File: src/rtl/led_scan.sv
// -----------------------------------------------------------------------------
// led_scan
// Row-multiplexed driver for a 16x16 LED matrix showing CPU state.
// Rows 0-7 show register-file words r0..r7 and rows 8-15 show datapath words
// (pc, ir, sr1, sr2, alu, dr, 0, 0). Each row is lit for one slot of DIV
// cycles. The first BLANK cycles of every slot drive the columns dark so
// that ghosting from the previous row is hidden.
// The column data always comes from a 256-bit snapshot. The snapshot is
// reloaded once per frame, so a frame never mixes old and new values.
//
// Ports
//   CLK         system clock, rising edge
//   RST         synchronous active-high reset; restarts the scan at slot 0
//   led_reg     {r7..r0}, 16 bits per register
//   led_misc    {0,0,dr,alu,sr2,sr1,ir,pc}
//   led_ph      one-hot CPU phase
//   freeze      high in the last cycle of a frame keeps the current snapshot
//   row         one-hot row drive, active-high
//   col         column data for the lit row, active-high
//   ph_out      led_ph delayed by one cycle
//   frame_start high on the first cycle of each frame
// -----------------------------------------------------------------------------
module led_scan #(
    parameter int DIV   = 1000,
    parameter int BLANK = 1
) (
    input  logic         CLK,
    input  logic         RST,
    input  logic [127:0] led_reg,
    input  logic [127:0] led_misc,
    input  logic [3:0]   led_ph,
    input  logic         freeze,
    output logic [15:0]  row,
    output logic [15:0]  col,
    output logic [3:0]   ph_out,
    output logic         frame_start
);

    localparam logic [15:0] CNT_LAST = 16'(DIV - 1);

    logic [15:0]  cnt;
    logic [3:0]   row_idx;
    logic [255:0] snap;
    logic         slot_end;
    logic         frame_end;
    logic         blank;

    assign slot_end  = (cnt == CNT_LAST);
    assign frame_end = slot_end && (row_idx == 4'd15);

    // Slot counter and row index. row_idx wraps naturally from 15 to 0.
    always_ff @(posedge CLK) begin
        if (RST) begin
            cnt     <= '0;
            row_idx <= '0;
        end else if (slot_end) begin
            cnt     <= '0;
            row_idx <= row_idx + 4'd1;
        end else begin
            cnt <= cnt + 16'd1;
        end
    end

    // Snapshot: loaded during reset, so the first frame is valid. Otherwise it
    // is reloaded only in the last cycle of a frame, and only while not frozen.
    always_ff @(posedge CLK) begin
        if (RST || (frame_end && !freeze)) begin
            snap <= {led_misc, led_reg};
        end
    end

    always_ff @(posedge CLK) begin
        if (RST) begin
            ph_out <= '0;
        end else begin
            ph_out <= led_ph;
        end
    end

    // Blanking compare is elided when BLANK is 0, so no constant-false compare
    // is left in the netlist.
    generate
        if (BLANK == 0) begin : g_no_blank
            assign blank = 1'b0;
        end else begin : g_blank
            localparam logic [15:0] BLANK_LEN = 16'(BLANK);
            assign blank = (cnt < BLANK_LEN);
        end
    endgenerate

    // All outputs decode registered state only.
    assign row         = 16'd1 << row_idx;
    assign col         = blank ? 16'h0000 : snap[{row_idx, 4'b0000} +: 16];
    assign frame_start = (row_idx == 4'd0) && (cnt == 16'd0);

endmodule

File: config.mk
export PLATFORM = sky130hd
export DESIGN_NAME = led_scan
export DESIGN_NICKNAME = d
export VERILOG_FILES = /design/src/rtl/led_scan.sv
export SDC_FILE = /design/constraint.sdc
export NUM_CORES = 1
export LEC_CHECK = 0
export CORE_AREA = 2 2 146 148
export CTS_BUF_LIST = sky130_fd_sc_hd__clkbuf_8
export DETAILED_ROUTE_END_ITERATION = 12
export DIE_AREA = 0 0 148 150
export PLACE_DENSITY = 0.87
export SLEW_MARGIN = 10
export SYNTH_ARGS = -nofsm -noshare
export SYNTH_HDL_FRONTEND = slang
export SYNTH_SLANG_ARGS = --single-unit
File: constraint.sdc
create_clock -name CLK -period 9.1 [get_ports CLK]
set_clock_uncertainty 0.15 [all_clocks]
set_input_delay 1.365 -clock CLK [delete_from_list [all_inputs] [get_ports CLK]]
set_output_delay 1.365 -clock CLK [all_outputs]
set_load 0.005 [all_outputs]
## Yosys cells after proc, flatten, opt, wreduce, memory -nomap -nowiden

Cells that the tools add are included.
Widths: inputs -> output; s select.

- Add/subtract/negate cells: 2
- Equal/unequal tests: 2
- Muxes and demuxes: 1
- Reduce and logical (&&, ||, !) cells: 8
- Shift operators: 2
- Bitwise operators: 0
- $mul: 0
- Div/mod/pow operators: 0
- $lt $le $gt $ge: 1

Operator list:

| kind | number |
|---|---|
| $shiftx 256x9->16 | 1 |
| $add 16x1->16 const B | 1 |
| $eq 16x10->1 const B | 1 |
| $logic_not 16->1 | 1 |
| $lt 16x1->1 const B | 1 |
| $mux 16 | 1 |
| $shl 1x4->16 const A | 1 |
| $add 4x1->4 const B | 1 |
| $eq 4x4->1 const B | 1 |
| $logic_not 4->1 | 1 |
| $logic_and 1x1->1 | 3 |
| $reduce_or 2->1 | 1 |
| $logic_not 1->1 | 1 |
| $logic_or 1x1->1 | 1 |

- Bits in latches: 0
- Input bits: 263
- Output and inout bits: 37
- Flip-flop bits (word level): 280
- Word-level logic and storage cells: 20
- ROM bits: 0
- Memories kept: 0
- Memory bits (writable): 0

## Depth between registers and ports, before layout

Gate-level depths: netlist of the first run.

- Word-level depth: 4
- Mapped depth: 8
- Depth with buffers taken out: 6

## Worst setup path before layout of the first run

Ideal clock, no wire load.

- Kind: input to register
- Start point: in RST
- End point: reg snap[0], enable pin
- Path buffers: 1
- Setup slack: 3.665 ns
- Cell stages on the path: 2
- Data required time: 8.439 ns
- Setup time: 0.511 ns
- Arrival: 4.774 ns
- Path through: clkbuf_1 -> or2_2

- Cells in the longest elaborated chain, start to end: 1

Ends and longest elaborated chain:

| what | RTL line | text |
|---|---|---|
| from (decl) | 28 | `input logic RST,` |
| $logic_or 1x1->1 | 67 | `if (RST \|\| (frame_end && !freeze)) begin` |
| to (signal assigned) | 68 | `snap <= {led_misc, led_reg};` |
| to (decl) | 43 | `logic [255:0] snap;` |

Every way passes these cells.
A chain may end at the register's enable or synchronous reset.

## Worst setup path in the final report of the first run

- Start point: reg row_idx[1]
- End point: out col[15]

- Cells in the longest elaborated chain, start to end: 2

Ends and longest elaborated chain:

| what | RTL line | text |
|---|---|---|
| from (decl) | 42 | `logic [3:0] row_idx;` |
| from (signal assigned) | 58 | `row_idx <= row_idx + 4'd1;` |
| $shiftx 256x9->16 | 93 | `assign col = blank ? 16'h0000 : snap[{row_idx, 4'b0000} +: 16];` |
| $mux 16 | 93 |  |
| to (decl) | 34 | `output logic [15:0] col,` |

Every way passes these cells.

==> summary.md, run 1 <==
| Metric | Value |
|---|---|
| Ports | `300` |
| Die X | `148 um` |
| Antenna violations before repair | `3` |
| Min-delay src | `cnt[0]` |
| Remaining antenna violation count after routing | `0` |
| HPWL Detailed | `19500 um` |
| Port-buffer cells | `299` |
| Worst setup SP type | `register` |
| Routed WL | `27500 um` |
| Slew HR | `20.3%` |
| Crit-path max FO | `69` |
| Crit path kind | `reg -> out` |
| Fraction of layout cells with a size suffix above 1 | `10.7%` |
| Final hold vios | `0` |
| WP data required | `7.59 ns` |
| Vias in the first global route | `7210` |
| Primary FF master, synth | `edfxtp_1` |
| Die area | `22200 um^2` |
| Area delta synth->final | `36.4%` |
| WL per Instance | `22.2 um` |
| Commonest cells post-synth | `edfxtp_1 (256), mux2i_1 (63), mux4_2 (33), a22oi_1 (28), nor2_1 (26)` |
| Pins over their slew limit | `0` |
| Syn_area_per_cell | `17.9 um^2` |
| Yosys top cell area share | `69.8%` |
| Drt pass-1 iters | `4` |
| DR iter-0 viols | `405` |
| Area leader, netlist | `edfxtp_1` |
| Worst-Skew Late Latency | `0.54 ns` |
| Largest net degree at the start of global routing | `78` |
| Worst hold path type | `reg -> reg` |
| Max-Cap Viols | `0` |
| Max Fclk | `182 MHz` |
| First-pass GRT wire length | `40400 um` |
| Setup WS pre-CTS | `4.09 ns` |
| Reg2reg setup slack | `5.14 ns` |
| CTS sink cnt | `280` |
| # rows | `53` |
| Hold buffer count at CTS | `0` |
| Setup TNS | `0 ns` |
| Crit. Startpoint | `row_idx[1]` |
| CTS root buffer | `clkbuf_8` |
| Library cells used by synthesis | `41` |
| VDD IR max | `153 uV` |
| Mapped Cells | `616` |
| Placer congestion estimate | `0.903` |
| Post-CTS Resized | `0` |
| Final setup violation count | `0` |
| Post-synth ARST share | `0%` |
| Clock transition at path regs | `0.06 ns` |
| Yosys reg bits | `280` |
| Starting Density | `53.2%` |
| Total GRT Usage | `24.7%` |
| Post-CTS setup buffers | `0` |
| Tot Pwr | `2.74 mW` |
| Seq/Total Area, Yosys | `74.2%` |
| Final min period | `5.50 ns` |
| Pwr dens | `183 nW/um^2` |
| Slew @ Worst Pin | `1.20 ns` |
| Syn Nets | `887` |
| Leakage power | `5.09 nW` |
| RSZ-0062 raised after global routing | `false` |
| CTS tree | `yes` |
| Area of the core | `20700 um^2` |
| Outcome | `finished, final reports clean` |
| Avg Vias per Cell | `5.48` |
| GRT overflow | `0` |
| Mapped cell area | `11000 um^2` |
| H-tree levels | `2` |
| Reg2reg start | `row_idx[2]` |
| Residual DRC | `0` |
| Synth area leaders | `edfxtp_1 (70%), mux4_2 (6.8%), mux2i_1 (5.7%)` |
| Die Ht | `150 um` |
| Clock tree buffer depth | `3` |
| Synth Warn # | `0` |
| CP Capture Type | `primary output` |
| Worst Slack Setup Final | `3.60 ns` |
| Worst Path Arrival | `3.99 ns` |
| DR vias | `6810` |
| Nets@finish | `1202` |
| Post-synth EDFFs | `256` |
| Final worst-path cycle share | `60.5%` |
| Cell with the most instances after synthesis | `edfxtp_1` |
| Num CTS Buffers | `46` |
-- placed cells by master, fill, tap and decap left out, types with 2 or more instances in the layout --
cell,instances
xor2_1,9
inv_1,21
and2_1,8
a21oi_1,4
ha_1,8
dfxtp_1,22
nand4_1,7
mux2i_1,63
nor4b_1,2
diode_2,3
clkbuf_8,46
a22oi_1,28
o22ai_1,14
nor3b_2,2
clkinvlp_4,2
nor4_1,4
buf_4,5
clkinv_1,13
mux4_2,33
nand2_1,20
and4_1,3
nor2b_1,8
edfxtp_1,256
nand3_1,9
xnor2_1,5
clkdlybuf4s50_1,299
clkinv_2,6
nor2_1,26
nand2b_1,2
nor3_1,20
-- worst max-delay path, cell delays in order, from the launching register on --
cell	delay, ns
dfxtp_4	1.06
buf_4	0.63
mux2i_1	0.15
a221o_1	0.44
nor4_1	0.50
clkdlybuf4s50_1	0.64
-- registers in the layout, indices dropped and copies added (netlist names) --
name,flops
cnt,16
ph_out,4
row_idx,4
snap,256
-- layout make-up --
class | instances | area [um^2]
sequential | 280 | 8170
fill | 1301 | 5680
timing repair buffer | 304 | 3030
multi-input combinational | 290 | 2610
clock buffer | 46 | 633
tap | 275 | 344
clock inverter | 35 | 178
inverter | 9 | 33.8
antenna | 3 | 7.51
-- path summary, 6_finish.rpt --
path / end / depth (start not counted)
max: col[15] / 5
min: cnt[0] / 1
max reg2reg: snap[193] / 4
min reg2reg: cnt[0] / 1
-- power by group --
group          switching [mW]  internal, mW
Combinational          0.0768         0.148
Clock                   0.477         0.500
Sequential             0.0284          1.51
-- layer usage --
metal | GRT usage (%) | vias to the layer above | wire (um)
met1 | 30.9 | 3336 | 10600
met5 | 0 | - | 0
met4 | 11.5 | 0 | 1040
met3 | 6.07 | 62 | 2100
met2 | 41.0 | 336 | 13800
li1 | - | 3076 | -
-- cell families (layout without fill, tap and decap cells) --
group | after synthesis | in the layout | synth area share [%]
AO/OA/AOI/OAI | 52 | 52 | 3.34
XOR/XNOR | 14 | 14 | 1.11
adder cells (fa/ha/maj) | 8 | 8 | 0.910
buffers and inverters | 46 | 394 | 2.08
flip-flops | 280 | 280 | 74.2
multiplexers | 96 | 96 | 12.5
other | 0 | 3 | 0
AND/OR/NAND/NOR | 120 | 120 | 5.85
-- stage by stage --
| step | util [%] | std cells | instance area [um^2] | hold slack (ns) |
|---|---|---|---|---|
| 2_1_floorplan | - | 616 | 11000 | 0.299 |
| 3_3_place_gp | 68.6 | 1158 | 14200 | 0.316 |
| 3_5_place_dp | 68.6 | 1158 | 14200 | 0.325 |
| 4_1_cts | 72.5 | 1239 | 15000 | 0.338 |
| 5_1_grt | 72.6 | 1242 | 15000 | 0.359 |
| 6_report | 72.6 | 1242 | 15000 | 0.335 |
No activity file was read; power rests on OpenSTA's default activity.
==> run 2, diff against run 1 <==
--- a/config.mk
+++ b/config.mk
@@ -5,11 +5,11 @@
 export SDC_FILE = /design/constraint.sdc
 export NUM_CORES = 1
 export LEC_CHECK = 0
-export CORE_AREA = 2 2 146 148
+export CORE_AREA = 2 2 160 162
 export CTS_BUF_LIST = sky130_fd_sc_hd__clkbuf_8
 export DETAILED_ROUTE_END_ITERATION = 12
-export DIE_AREA = 0 0 148 150
-export PLACE_DENSITY = 0.87
+export DIE_AREA = 0 0 162 164
+export PLACE_DENSITY = 0.77
 export SLEW_MARGIN = 10
 export SYNTH_ARGS = -nofsm -noshare
 export SYNTH_HDL_FRONTEND = slang
==> constraint.sdc (replaced) <==
create_clock -name CLK -period 4.5 [get_ports CLK]
set_clock_uncertainty 0.15 [all_clocks]
set_input_delay 0.675 -clock CLK [delete_from_list [all_inputs] [get_ports CLK]]
set_output_delay 0.675 -clock CLK [all_outputs]
set_load 0.005 [all_outputs]
==> run 2 against run 1 <==
Compared with the run above: worst setup slack got worse by 3.2 ns; highest routed layer unchanged; clock power rose by 110%; register-to-register slack got worse by 4.0 ns; hold slack improved by 0.0022 ns; largest power group unchanged; global-route usage fell by 4.2 points; critical path type unchanged; flip-flop and latch count did not move; total power rose by 100%; largest cell class unchanged; die area rose by 20%; critical path depth rose by 1; critical endpoint is now col[5].
==> summary.md, run 2 (synthesis gave the netlist of run 1 again) <==
| Metric | Value |
|---|---|
| Leading cell types in the layout, fill and taps excluded | `clkdlybuf4s50_1 (299), edfxtp_1 (256), mux2i_1 (63), clkbuf_8 (45), mux4_2 (33) (was clkdlybuf4s50_1 (299), edfxtp_1 (256), mux2i_1 (63), clkbuf_8 (46), mux4_2 (33))` |
| Worst-Skew Late Latency | `0.55 ns (was 0.54 ns)` |
| H-tree levels | `2 (unchanged)` |
| Final setup violation count | `0 (unchanged)` |
| Largest delay share family, worst path | `simple AND/OR/NAND/NOR gates (was buffers and inverters)` |
| Outcome | `finished, final reports clean (unchanged)` |
| Seq pwr share | `55.4% (was 56.2%)` |
| Starting Density | `44.3% (was 53.2%)` |
| Biggest register | `snap (unchanged)` |
| VDD IR max | `245 uV (was 153 uV)` |
| Fraction of layout cells with a size suffix above 1 | `12.1% (was 10.7%)` |
| Hold buffer count at CTS | `0 (unchanged)` |
| Max Fclk | `244 MHz` |
| Drt pass-1 iters | `5 (was 4)` |
| Crit-path max cell delay | `0.60 ns (was 1.06 ns)` |
| Port-buffer cells | `299 (unchanged)` |
| Die Ht | `164 um (was 150 um)` |
| CTS tree | `yes (unchanged)` |
| Sw Ratio | `21.2% (about the same)` |
| DR iter-0 viols | `581 (was 405)` |
| DRT met1 WL | `10500 um (was 10600 um)` |
| Worst hold path type | `reg -> reg (unchanged)` |
| Avg Vias per Cell | `5.09 (was 5.48)` |
| Residual DRC | `0 (unchanged)` |
| Largest regs | `snap x256, cnt x16 (unchanged)` |
| Max reg flops | `256 (unchanged)` |
| Int Power | `4.41 mW (was 2.16 mW)` |
| Clock tree buffer depth | `3 (unchanged)` |
| Crit-path max FO | `15 (was 69)` |
| Pins over their slew limit | `0 (unchanged)` |
| Placer congestion estimate | `0.813 (was 0.903)` |
| Worst setup SP type | `register (unchanged)` |
| WL per Instance | `20.8 um (was 22.2 um)` |
| Area of the core | `24800 um^2 (was 20700 um^2)` |
| CP Capture Type | `primary output (unchanged)` |
| Ports | `300 (unchanged)` |
| Crit path kind | `reg -> out (unchanged)` |
| Sw Pwr | `1.19 mW (was 0.582 mW)` |
| Worst path bufs/invs | `2 (unchanged)` |
| Num CTS Buffers | `45 (was 46)` |
| Post-CTS setup buffers | `0 (unchanged)` |
| Clock transition at path regs | `0.06 ns (about the same)` |
| DR vias | `6673 (was 6810)` |
| DR top layer | `met4 (unchanged)` |
| CTS root buffer | `clkbuf_8 (unchanged)` |
| Vias in the first global route | `6994 (was 7210)` |
| Slew HR | `38.2% (was 20.3%)` |
| Setup TNS | `0 ns (unchanged)` |
| Final design utilization | `61.5% (was 72.6%)` |
| Final worst-path cycle share | `91.1%` |
| Final min period | `4.10 ns` |
| RSZ-0062 raised after global routing | `false (unchanged)` |
| Largest net degree at the start of global routing | `61 (was 78)` |
| GRT overflow | `0 (unchanged)` |
| Clk network pwr share | `36.3% (was 35.6%)` |
| Max-Cap Viols | `0 (unchanged)` |
| Leakage power | `5.18 nW (was 5.09 nW)` |
| Hold slack final | `0.337 ns (was 0.335 ns)` |
| Total GRT Usage | `20.5% (was 24.7%)` |
| Remaining antenna violation count after routing | `0 (unchanged)` |
| Nets@finish | `1213 (was 1202)` |
| Antenna violations before repair | `3 (unchanged)` |
| # rows | `58 (was 53)` |
| Slew @ Worst Pin | `0.927 ns (was 1.20 ns)` |
| Worst Path Arrival | `3.28 ns (was 3.99 ns)` |
| HPWL Detailed | `19800 um (was 19500 um)` |
| Die X | `162 um (was 148 um)` |
| Pwr dens | `367 nW/um^2 (was 183 nW/um^2)` |
| Post-CTS Resized | `0 (unchanged)` |
| First-pass GRT wire length | `40100 um (was 40400 um)` |
| Die area | `26600 um^2 (was 22200 um^2)` |
| Commonest non-fill, non-tap cell in the layout | `clkdlybuf4s50_1 (unchanged)` |
| CP max stage cell | `clkdlybuf4s50_1 (was dfxtp_4)` |
| Metal2 WL | `13800 um (about the same)` |
| Tot Pwr | `5.60 mW (was 2.74 mW)` |
| Combinational share of power | `8.3% (was 8.2%)` |
| Routed WL | `27200 um (was 27500 um)` |
| Final hold vios | `0 (unchanged)` |
| Area delta synth->final | `38.7% (was 36.4%)` |
| CTS sink cnt | `280 (unchanged)` |
| WP data required | `3.67 ns (was 7.59 ns)` |
| Crit-path cells | `buf_4 > and3b_1 > a22oi_1 > nand2_1 > nor3_1 > clkdlybuf4s50_1 (was buf_4 > mux2i_1 > a221o_1 > nor4_1 > clkdlybuf4s50_1)` |
| Met3 WL | `2300 um (was 2100 um)` |
| Final-layout fill cell count | `1907 (was 1301)` |
run 2: final cells by class:
type	count	area, um^2	area share (%)
Inverter	9	33.8	0.221
Multi-Input combinational cell	290	2620	17.1
Clock buffer	45	619	4.06
Tap cell	330	413	2.70
Antenna cell	3	7.51	0.0492
Timing Repair Buffer	316	3180	20.9
Clock inverter	37	216	1.42
Sequential cell	280	8180	53.6
run 2: metal layers:
metal | global-route usage [%] | up-vias
li1 | - | 3106
met1 | 25.4 | 3228
met2 | 34.4 | 298
met3 | 6.24 | 41
met4 | 7.08 | 0
met5 | 0 | -
run 2: through the flow:
step / std cells / setup WS [ns] / cell area, um^2
5_1_grt: 1309 / 0.212 / 15300
3_5_place_dp: 1225 / 1.01 / 14400
3_3_place_gp: 1225 / 1.05 / 14400
2_1_floorplan: 616 / 0.569 / 11000
4_1_cts: 1307 / 0.351 / 15300
6_report: 1310 / 0.398 / 15300
run 2: power groups by stage:
stage                     combinational (mW)  clock, mW  sequential (mW)
after floorplan                        0.137          0             3.14
after global placement                 0.463          0             3.15
after detailed placement               0.468          0             3.16
after CTS                              0.470       2.09             3.11
after global routing                   0.497       2.21             3.12
final                                  0.466       2.03             3.10
run 2: worst paths after layout:
check	startpoint	end	slack, ns	depth (start not counted)
worst min register to register	cnt[0]	cnt[0]	0.34	1
worst max register to register	row_idx[2]	snap[12]	1.14	5
worst max-delay path	row_idx[2]	col[5]	0.40	6
worst min-delay path	cnt[0]	cnt[0]	0.34	1
run 2: worst reg2reg max path: stages, from the launching register on:
cell,delay [ns]
dfxtp_1,0.57
buf_4,0.26
nand2_1,0.48
nor4b_1,0.48
or2_4,0.67
buf_4,0.41
==> run 3, diff against run 2 <==
==> config.mk (replaced) <==
export PLATFORM = sky130hd
export DESIGN_NAME = led_scan
export DESIGN_NICKNAME = d
export VERILOG_FILES = /design/src/rtl/led_scan.sv
export SDC_FILE = /design/constraint.sdc
export NUM_CORES = 1
export LEC_CHECK = 0
export CORE_AREA = 2 2 162 164
export DETAILED_ROUTE_END_ITERATION = 12
export DIE_AREA = 0 0 164 166
export PLACE_DENSITY = 0.76
export SLEW_MARGIN = 10
export SYNTH_ARGS = -nofsm -noshare
export SYNTH_HDL_FRONTEND = slang
export SYNTH_SLANG_ARGS = --single-unit
==> run 3 against run 2 <==
Compared with the run above: sequential power is essentially flat; register-to-register slack worse by 0.13 ns; design area grew 0.25%; cell count shrank 1.7%; clock-buffer cell count shrank 3; total power up 2.9%; die area grew 2.5%; via count fell by 0.42%.
==> summary.md, run 3 (synthesis gave the netlist of run 1 again) <==
| Metric | Value |
|---|---|
| Outcome | `finished, final reports clean (unchanged)` |
| Post-CTS Resized | `0 (unchanged)` |
| Hold buffer count at CTS | `0 (unchanged)` |
| Pins over their slew limit | `0 (unchanged)` |
| Slew @ Worst Pin | `0.898 ns (was 0.927 ns)` |
| CTS tree | `yes (unchanged)` |
| Vias in the first global route | `7072 (was 6994)` |
| Nets@finish | `1199 (was 1213)` |
| Crit-path max FO | `22 (was 15)` |
| CP Capture Type | `primary output (unchanged)` |
| Final Cell Area | `15300 um^2 (about the same)` |
| Setup TNS | `0 ns (unchanged)` |
| Routed WL | `28100 um (was 27200 um)` |
| Final design utilization | `59.7% (was 61.5%)` |
| Tot Pwr | `5.76 mW (was 5.60 mW)` |
| Worst setup SP type | `register (unchanged)` |
| DR vias | `6645 (was 6673)` |
| Drt pass-1 iters | `5 (unchanged)` |
| Post-DP Area | `14400 um^2 (about the same)` |
| WL per Instance | `21.8 um (was 20.8 um)` |
| Final setup violation count | `0 (unchanged)` |
| Area of the core | `25600 um^2 (was 24800 um^2)` |
| Hold slack final | `0.341 ns (was 0.337 ns)` |
| Worst Slack Setup Final | `0.524 ns (was 0.398 ns)` |
| DR iter-0 viols | `466 (was 581)` |
| H-tree levels | `1 (was 2)` |
| Biggest register | `snap (unchanged)` |
| Worst Path Arrival | `3.15 ns (was 3.28 ns)` |
| # rows | `59 (was 58)` |
| Largest regs | `snap x256, cnt x16 (unchanged)` |
| Placed cell count | `1231 (was 1225)` |
| CTS root buffer | `clkbuf_16 (was clkbuf_8)` |
| RSZ-0062 raised after global routing | `false (unchanged)` |
| Die X | `164 um (was 162 um)` |
| Final hold vios | `0 (unchanged)` |
| Final worst-path cycle share | `88.4% (was 91.1%)` |
| Post-Layout Cell Count | `1288 (was 1310)` |
| Crit path kind | `reg -> out (unchanged)` |
| Worst hold path type | `reg -> reg (unchanged)` |
| Fraction of layout cells with a size suffix above 1 | `10.4% (was 12.1%)` |
| Die Ht | `166 um (was 164 um)` |
| Clock tree buffer depth | `3 (unchanged)` |
| VDD IR max | `254 uV (was 245 uV)` |
| Hold depth | `1 (unchanged)` |
| Total GRT Usage | `20.4% (was 20.5%)` |
| Worst-Skew Late Latency | `0.55 ns (about the same)` |
| Max reg flops | `256 (unchanged)` |
| Slew HR | `40.0% (was 38.2%)` |
| Starting Density | `43.0% (was 44.3%)` |
| Residual DRC | `0 (unchanged)` |
| Largest net degree at the start of global routing | `73 (was 61)` |
| CTS sink cnt | `280 (unchanged)` |
| FF-to-FF path depth | `4 (was 5)` |
| Setup WS pre-CTS | `1.02 ns (was 1.01 ns)` |
| Leakage power | `5.14 nW (was 5.18 nW)` |
| Post-CTS setup buffers | `0 (unchanged)` |
| Num CTS Buffers | `30 (was 45)` |
| Die area | `27200 um^2 (was 26600 um^2)` |
| Area delta synth->final | `39.1% (was 38.7%)` |
| Pwr dens | `376 nW/um^2 (was 367 nW/um^2)` |
| First-pass GRT wire length | `41200 um (was 40100 um)` |
| Max Fclk | `251 MHz (was 244 MHz)` |
| Antenna violations before repair | `2 (was 3)` |
| Final min period | `3.98 ns (was 4.10 ns)` |
| HPWL Detailed | `20400 um (was 19800 um)` |
| Placer congestion estimate | `0.820 (was 0.813)` |
| Avg Vias per Cell | `5.16 (was 5.09)` |
| Final-layout fill cell count | `1932 (was 1907)` |
| Max-Cap Viols | `0 (unchanged)` |
| Port-buffer cells | `299 (unchanged)` |
| Ports | `300 (unchanged)` |
| Leading cell types in the layout, fill and taps excluded | `clkdlybuf4s50_1 (299), edfxtp_1 (256), mux2i_1 (63), mux4_2 (33), clkbuf_16 (30) (was clkdlybuf4s50_1 (299), edfxtp_1 (256), mux2i_1 (63), clkbuf_8 (45), mux4_2 (33))` |
| GRT overflow | `0 (unchanged)` |
| WP data required | `3.67 ns (about the same)` |
| Clock transition at path regs | `0.06 ns (about the same)` |
| Commonest non-fill, non-tap cell in the layout | `clkdlybuf4s50_1 (unchanged)` |
| Remaining antenna violation count after routing | `0 (unchanged)` |
==> run 3: worst max-delay path, cell delays in order (launching register included) <==
cell,delay (ns)
dfxtp_2,0.75
and3b_1,0.86
a22oi_1,0.21
nand2_1,0.19
nor3_1,0.10
clkdlybuf4s50_1,0.46
==> run 3: cell type report <==
cell class	count	area, um^2	area share, %
diodes	2	5.00	0.0327
well taps	335	419	2.74
clock inverters	13	76.3	0.499
inverters	9	33.8	0.221
repair buffers	317	3190	20.8
clock buffers	42	796	5.20
multi-input cells	290	2610	17.1
flip-flops and latches	280	8170	53.4
==> run 3: final timing paths <==
kind	endpoint	startpoint	slack [ns]
worst max-delay path	col[5]	row_idx[0]	0.52
worst min-delay path	cnt[0]	cnt[0]	0.34
worst max register to register	snap[60]	row_idx[3]	1.01
worst min register to register	cnt[0]	cnt[0]	0.34
==> run 3: power breakdown <==
| group | internal [mW] | switching, mW | total (mW) |
|---|---|---|---|
| Combinational | 0.307 | 0.164 | 0.471 |
| Sequential | 3.05 | 0.0568 | 3.11 |
| Clock | 1.23 | 0.952 | 2.18 |
| Total | 4.59 | 1.17 | 5.76 |
==> run 3: layer usage <==
metal | global-route usage (%) | part of all wire [%]
met5 | 0 | 0.046
met1 | 25.2 | 39
met2 | 34.6 | 50
met3 | 5.32 | 8.2
met4 | 7.21 | 3.2
